### config.mk
export PLATFORM = sky130hd
export DESIGN_NAME = line_fill_arbiter
export DESIGN_NICKNAME = d
export VERILOG_FILES = /design/src/rtl/line_fill_arbiter.sv
export SDC_FILE = /design/constraint.sdc
export NUM_CORES = 1
export LEC_CHECK = 0
export ABC_AREA = 1
export BUFFER_PORTS_ARGS = -buffer_cell sky130_fd_sc_hd__buf_4
export CAP_MARGIN = 40
export CORE_ASPECT_RATIO = 0.5
export CORE_MARGIN = 4
export CORE_UTILIZATION = 40
export DETAILED_ROUTE_END_ITERATION = 10
export PLACE_DENSITY_LB_ADDON = 0.25
export SLEW_MARGIN = 10
export SYNTH_ARGS = -nofsm -noshare
export SYNTH_HDL_FRONTEND = slang
export SYNTH_SLANG_ARGS = --single-unit
### constraint.sdc
create_clock -name MEM_CLK -period 5.7 [get_ports MEM_CLK]
set_input_delay 1.71 -clock MEM_CLK [delete_from_list [all_inputs] [get_ports MEM_CLK]]
set_output_delay 1.71 -clock MEM_CLK [all_outputs]
set_load 0.005 [all_outputs]
### src/rtl/line_fill_arbiter.sv
// Round-robin arbiter that serialises per-port cache line fills and writebacks
// onto a single word-wide main-memory port, one word per XFER/GAP pair.
module line_fill_arbiter #(
    parameter int unsigned NUM_PORTS      = 2,
    parameter int unsigned WORD_SIZE      = 32,
    parameter int unsigned WORDS_PER_LINE = 8,
    parameter int unsigned ADDR_SIZE      = 32
) (
    input  logic                              MEM_CLK,
    input  logic                              RST,
    input  logic [NUM_PORTS-1:0]              REQ,
    input  logic [NUM_PORTS-1:0]              REQ_WE,
    input  logic [NUM_PORTS*ADDR_SIZE-1:0]    REQ_ADDR,
    input  logic [NUM_PORTS*WORD_SIZE-1:0]    WR_DATA,
    output logic [NUM_PORTS-1:0]              GRANT,
    output logic [$clog2(WORDS_PER_LINE)-1:0] WORD_IDX,
    output logic [WORD_SIZE-1:0]              RD_DATA,
    output logic                              RD_VALID,
    output logic [NUM_PORTS-1:0]              DONE,
    output logic                              MM_RE,
    output logic                              MM_WE,
    output logic [ADDR_SIZE-3:0]              MM_ADDR,
    output logic [WORD_SIZE-1:0]              MM_DIN,
    input  logic [WORD_SIZE-1:0]              MM_DOUT,
    input  logic                              MM_VALID
);

    localparam int unsigned IDX_W = $clog2(WORDS_PER_LINE);
    localparam int unsigned PTR_W = (NUM_PORTS > 1) ? $clog2(NUM_PORTS) : 1;
    localparam int unsigned MA_W  = ADDR_SIZE - 2;
    localparam int unsigned TAG_W = MA_W - IDX_W;
    localparam logic [IDX_W-1:0] LAST_IDX = IDX_W'(WORDS_PER_LINE - 1);

    typedef enum logic [1:0] {IDLE, XFER, GAP, FIN} state_t;

    state_t               state;
    logic [PTR_W-1:0]     ptr;
    logic [PTR_W-1:0]     owner;
    logic [PTR_W-1:0]     winner;
    logic [PTR_W-1:0]     cidx;
    logic [TAG_W-1:0]     line_tag;
    logic                 we_lat;
    logic                 found;
    logic [ADDR_SIZE-1:0] sel_addr;
    int unsigned          cand;
    logic                 unused_addr_bits;

    // Round-robin search starting at ptr, wrapping modulo NUM_PORTS
    always_comb begin
        winner = ptr;
        found  = 1'b0;
        cand   = 0;
        cidx   = '0;
        for (int unsigned i = 0; i < NUM_PORTS; i++) begin
            cand = (32'(ptr) + i) % NUM_PORTS;
            cidx = PTR_W'(cand);
            if (!found && REQ[cidx]) begin
                winner = cidx;
                found  = 1'b1;
            end
        end
    end

    assign sel_addr         = REQ_ADDR[32'(winner)*ADDR_SIZE +: ADDR_SIZE];
    assign unused_addr_bits = ^sel_addr[IDX_W+1:0];

    always_ff @(posedge MEM_CLK or posedge RST) begin
        if (RST) begin
            state    <= IDLE;
            ptr      <= '0;
            owner    <= '0;
            line_tag <= '0;
            we_lat   <= 1'b0;
            WORD_IDX <= '0;
            GRANT    <= '0;
            DONE     <= '0;
            MM_RE    <= 1'b0;
            MM_WE    <= 1'b0;
            MM_ADDR  <= '0;
        end else begin
            DONE <= '0;
            case (state)
                IDLE: begin
                    GRANT <= '0;
                    if (|REQ) begin
                        owner    <= winner;
                        line_tag <= sel_addr[ADDR_SIZE-1 -: TAG_W];
                        we_lat   <= REQ_WE[winner];
                        WORD_IDX <= '0;
                        GRANT    <= NUM_PORTS'(1) << winner;
                        MM_RE    <= !REQ_WE[winner];
                        MM_WE    <= REQ_WE[winner];
                        MM_ADDR  <= {sel_addr[ADDR_SIZE-1 -: TAG_W], IDX_W'(0)};
                        state    <= XFER;
                    end
                end
                XFER: begin
                    if (MM_VALID) begin
                        MM_RE <= 1'b0;
                        MM_WE <= 1'b0;
                        if (WORD_IDX == LAST_IDX) begin
                            DONE  <= GRANT;
                            state <= FIN;
                        end else begin
                            WORD_IDX <= WORD_IDX + IDX_W'(1);
                            state    <= GAP;
                        end
                    end
                end
                GAP: begin
                    MM_RE   <= !we_lat;
                    MM_WE   <= we_lat;
                    MM_ADDR <= {line_tag, WORD_IDX};
                    state   <= XFER;
                end
                FIN: begin
                    GRANT    <= '0;
                    WORD_IDX <= '0;
                    ptr      <= (32'(owner) == NUM_PORTS - 1) ? '0 : owner + PTR_W'(1);
                    state    <= IDLE;
                end
                default: state <= IDLE;
            endcase
        end
    end

    // Data paths follow same-cycle memory/requestor inputs during XFER only
    always_comb begin
        MM_DIN   = '0;
        RD_VALID = 1'b0;
        RD_DATA  = '0;
        if (state == XFER) begin
            if (we_lat) begin
                MM_DIN = WR_DATA[32'(owner)*WORD_SIZE +: WORD_SIZE];
            end else if (MM_VALID) begin
                RD_VALID = 1'b1;
                RD_DATA  = MM_DOUT;
            end
        end
    end

endmodule

Yosys cells after proc, flatten, opt, wreduce, memory -nomap -nowiden
Index checks and enable logic that the tools add are counted.
{ "totals": {"reg_bits": 71, "input_bits": 167, "out_inout_bits": 104, "elab_cells": 79} }
{ "op_classes": {"n_addsub": 3, "magnitude_cmp": 3, "n_eq_ne": 7, "shifts": 3, "muxes": 37, "reduce_logical": 15} }
{ "ops": {"columns": ["cell", "n"], "rows": [
  ["2-to-1 mux 32 bit", 5],
  ["variable part select 64 x 7 -> 32 bit", 2],
  ["one-hot mux 30 bit (2 select lines)", 1],
  ["2-to-1 mux 30 bit", 1],
  ["2-to-1 mux 1 bit", 16],
  ["2-to-1 mux 2 bit", 6],
  ["2-to-1 mux 3 bit", 3],
  ["one-hot mux 3 bit (3 select lines)", 1],
  ["one-hot mux 2 bit (4 select lines)", 1],
  ["less-than comparator 1 x 2 -> 1 bit, second input constant", 3],
  ["inequality test 2 bit, second input constant", 3],
  ["one-hot mux 1 bit (3 select lines)", 2],
  ["AND reduction 2 bit", 3],
  ["nonzero test 3 bit", 2],
  ["equality test 2 bit, second input constant", 2],
  ["one-hot mux 2 bit (2 select lines)", 1],
  ["AND reduction 4 bit", 1],
  ["nonzero test 2 bit", 2],
  ["adder 3 x 1 -> 3 bit, second input constant", 1],
  ["equality test 3 bit, second input constant", 1],
  ["logical NOT 1 bit", 3],
  ["AND reduction 3 bit", 1],
  ["adder 1 bit, second input constant", 2],
  ["equality test 2 x 1 -> 1 bit, second input constant", 1],
  ["4 further kinds", 4]
]} }

Longest topological paths before layout
{ "logic_depth": {"ltp_word": 11, "depth_mapped": 9, "depth_no_buf": 8} }

Worst setup path before layout
Ideal clock, no wire load.
{ "synth_timing": {"kind": "input-to-output", "startpoint": "in MM_VALID", "endpoint": "out RD_DATA[10]", "t_arrival_ns": 2.289, "t_required_ns": 3.990, "setup_slack_ns": 1.701, "path_stages": 5, "n_path_buf": 1, "cell_sequence": "nand2_1 > nor2_1 > inv_1 > buf_2 > nor2_1"} }
{ "synth_between": {"elab_chain_len": 3} }
{ "synth_lines": {"columns": ["element", "line", "rtl"], "rows": [
  ["from (decl)", "25", "input logic MM_VALID"],
  ["2-to-1 mux 32 bit", "135", "end else if (MM_VALID) begin"],
  ["2-to-1 mux 32 bit", "133", "if (we_lat) begin"],
  ["2-to-1 mux 32 bit", "132", "if (state == XFER) begin"],
  ["to (decl)", "17", "output logic [WORD_SIZE-1:0] RD_DATA,"]
]} }
No other way between the ends.

Worst setup path in the final report
{ "layout_timing": {"startpoint": "in MM_VALID", "endpoint": "out RD_DATA[14]"} }
The elaborated chain is that of the path after synthesis.

==> run_results.csv <==
group,metric,value,unit
sta,fin_setup_tns,0,ns
sta,slew_headroom,43.6,%
placement,post-place-ws,1.03,ns
setup_path,r2r-end,"MM_ADDR[24]",
global_route,grt_pass1_wl,22.1,mm
cells_and_area,post-route-util,64.1,%
yosys,yosys_warnings,0,
cells_and_area,instances_no_fill,1018,
drt,drc,0,
placement,dpl.hpwl,10.4,mm
sta,timing.fmax,0.216,GHz
setup_path,path_max_fanout,32,
yosys,seq_area_frac_synth,41.6,%
cts,cts_resized,0,
cts,cts_root_buffer,"clkbuf_16",
yosys,synth_area,0.00427,sq mm
cts,holdBufCountCts,0,
setup_path,critPathMaxStageDelay,0.63,ns
setup_path,worstSetupPathType,"in -> out",
cts,cts_buffers,9,
yosys,synth_seq_cells,71,
setup_path,rrSetupSlack,3.44,ns
cells_and_area,layout_common_cells,"buf_4 (264), nor2_1 (182), nand2_1 (139)",
sta,fin_crit_sh,81.3,%
floorplanning,die_area,0.0125,sq mm
sta,fin_ws,1.06,ns
worst_hold_path,hp-start,"MM_ADDR[16]",
setup_path,path_buf_inv,3,
cts,clock_latency,0.33,ns
setup_path,cp-start-kind,"primary input",
placement,placed_cells,1002,
yosys,netlist.area_leader.share,41.6,%
drt,drt-pass1-iter-count,5,
yosys,yosysUniqueCellTypes,22,
yosys,syn_avg_cell_area,6.75,sq um
floorplanning,dieWidth,154,um
global_route,grt_pass1_vias,4739,
setup_path,r2r-start,"ptr",
floorplanning,core_area,0.0103,sq mm
drt,antenna_left,0,
cts,tritoncts,"yes",
sta,finalMaxSlewViolations,0,
placement,gp_congestion,0.850,
sta,hold_viol,0,
cells_and_area,syn_to_final_growth,54.9,%
global_route,grt_max_degree,41,
global_route,grt_remaining_overflow,0,
drt,vias_per_cell,4.83,
global_route,antenna_found_initial,0,
cts,clk_pin_slew_worst_paths,0.05,ns
cells_and_area,diodes,0,
cells_and_area,layout.cells.most_common,"buf_4",
worst_hold_path,hold_path.class,"reg -> reg",
setup_path,worst-path-stages,6,
floorplanning,core.rowCount,26,
power_and_ir_drop,leakage,3.70,nW
yosys,syn_inst,632,
floorplanning,initial_core_util,41.4,%
cts,cts.sink_count,71,
drt,wl,13.9,mm
sta,setup_viol,0,
drt,num_vias,4917,
sta,fin_worst_skew,0.00632,ns
setup_path,reg2reg_depth,8,
sta,rsz0062_at_grt,"no",
cts,cts_max_level,3,
yosys,synth_top_area_cell,"dfrtp_1",
cts,clock_path_buffers,2,
drt,wl_per_cell,13.6,um
setup_path,crit_chain,"buf_4 -> nand2_1 -> nor2_1 -> inv_1 -> nor2_1 -> buf_4",
power_and_ir_drop,p_per_area,478,mW/mm^2
global_route,grt_usage,21.7,%
floorplanning,io_pins,271,
outcome,outcome,"finished clean",
flow_run,drv_cap,0,
power_and_ir_drop,irDropWorstVdd,0.000236,V
setup_path,worst_ep_required_time,3.99,ns
power_and_ir_drop,power,0.00316,W
cells_and_area,drive_gt1_share,33.7,%
yosys,syn_nets,806,
placement,port_buffers,260,
worst_hold_path,min_to,"MM_ADDR[16]",
sta,fin_crit,4.64,ns
floorplanning,fp.dieH,81.0,um
setup_path,crit_family,"buffers and inverters",
setup_path,slowest_stage,"inv_1",
cells_and_area,num-nets-final,1047,
sta,worst_slew_pin_slew,0.846,ns
cts,post_cts_buffers,0,
setup_path,cp-end-kind,"output port",
setup_path,crit_arrival,2.93,ns
drt,first_iter_violations,286,
yosys,yosys-top-cells-area,"dfrtp_1 (42%), nor2_1 (16%), nand2_1 (12%)",
worst_hold_path,hold_depth,2,
## per-layer routing
layer  vias to the layer above  GRT usage, %  wire length, um
met5                         -             0                0
met4                         0          5.46              153
met3                        13          7.72             1370
met2                       201          39.2             7040
met1                      2223          24.9             5320
li1                       2480             -                -
## tightest hold or removal path: stages, from the launching register on
cell and delay, ns:
dfrtp_1 0.34, nand2_1 0.05, nand2_1 0.05
## synthesized netlist by cell type
library cell  number
nor2_1           182
nand2_1          139
dfrtp_1           71
nand3_1           62
inv_1             49
nor3_1            33
a31oi_1           28
buf_2             21
clkbuf_1           8
ha_1               7
buf_6              6
a21oi_1            5
buf_4              5
o21ai_0            4
nand2_2            3
inv_2              2
nor2_2             2
nor2_4             1
o21ai_1            1
o21ai_2            1
o22ai_1            1
o31ai_1            1
## registers in the layout, summed over array words and instances (netlist names)
| signal | count |
|---|---|
| state | 2 |
| GRANT | 2 |
| owner | 1 |
| WORD_IDX | 3 |
| line_tag | 27 |
| MM_WE | 1 |
| DONE | 2 |
| MM_ADDR | 30 |
| we_lat | 1 |
| ptr | 1 |
| MM_RE | 1 |
## stage by stage
stage	hold slack, ns	instance area, sq um
after floorplan	0.465	4270
after global placement	0.458	6200
after detailed placement	0.464	6310
after CTS	0.478	6610
after global routing	0.505	6610
final	0.476	6610
## cell type report
| cell class | count | area, sq um |
|---|---|---|
| inverters | 51 | 191 |
| clock inverters | 3 | 15.0 |
| clock buffers | 13 | 280 |
| fillers | 955 | 3700 |
| repair buffers | 270 | 2100 |
| multi-input cells | 470 | 2070 |
| well taps | 140 | 175 |
| flip-flops and latches | 71 | 1780 |
## report_power, final
part	internal [W]	switching, W	total (W)
Sequential	0.000750	0.000139	0.000888
Clock	0.000340	0.000203	0.000543
Combinational	0.000769	0.000960	0.00173
## worst max path at each step
stage | start | endpoint | slack (ns)
floorplan | MM_VALID | RD_DATA[10] | 1.70
global placement | MM_VALID | RD_DATA[13] | 1.10
detailed placement | MM_VALID | RD_DATA[30] | 1.03
CTS | MM_VALID | RD_DATA[30] | 1.03
global route | MM_VALID | RD_DATA[18] | 0.83
finish | MM_VALID | RD_DATA[14] | 1.06
## cells by family after synthesis
group | share of synthesized area [%]
flip-flops | 41.6
buffers and inverters | 10.1
AO/OA/AOI/OAI | 5.81
adder cells (fa/ha/maj) | 2.05
AND/OR/NAND/NOR | 40.4
(Power assumes the default switching activity.)
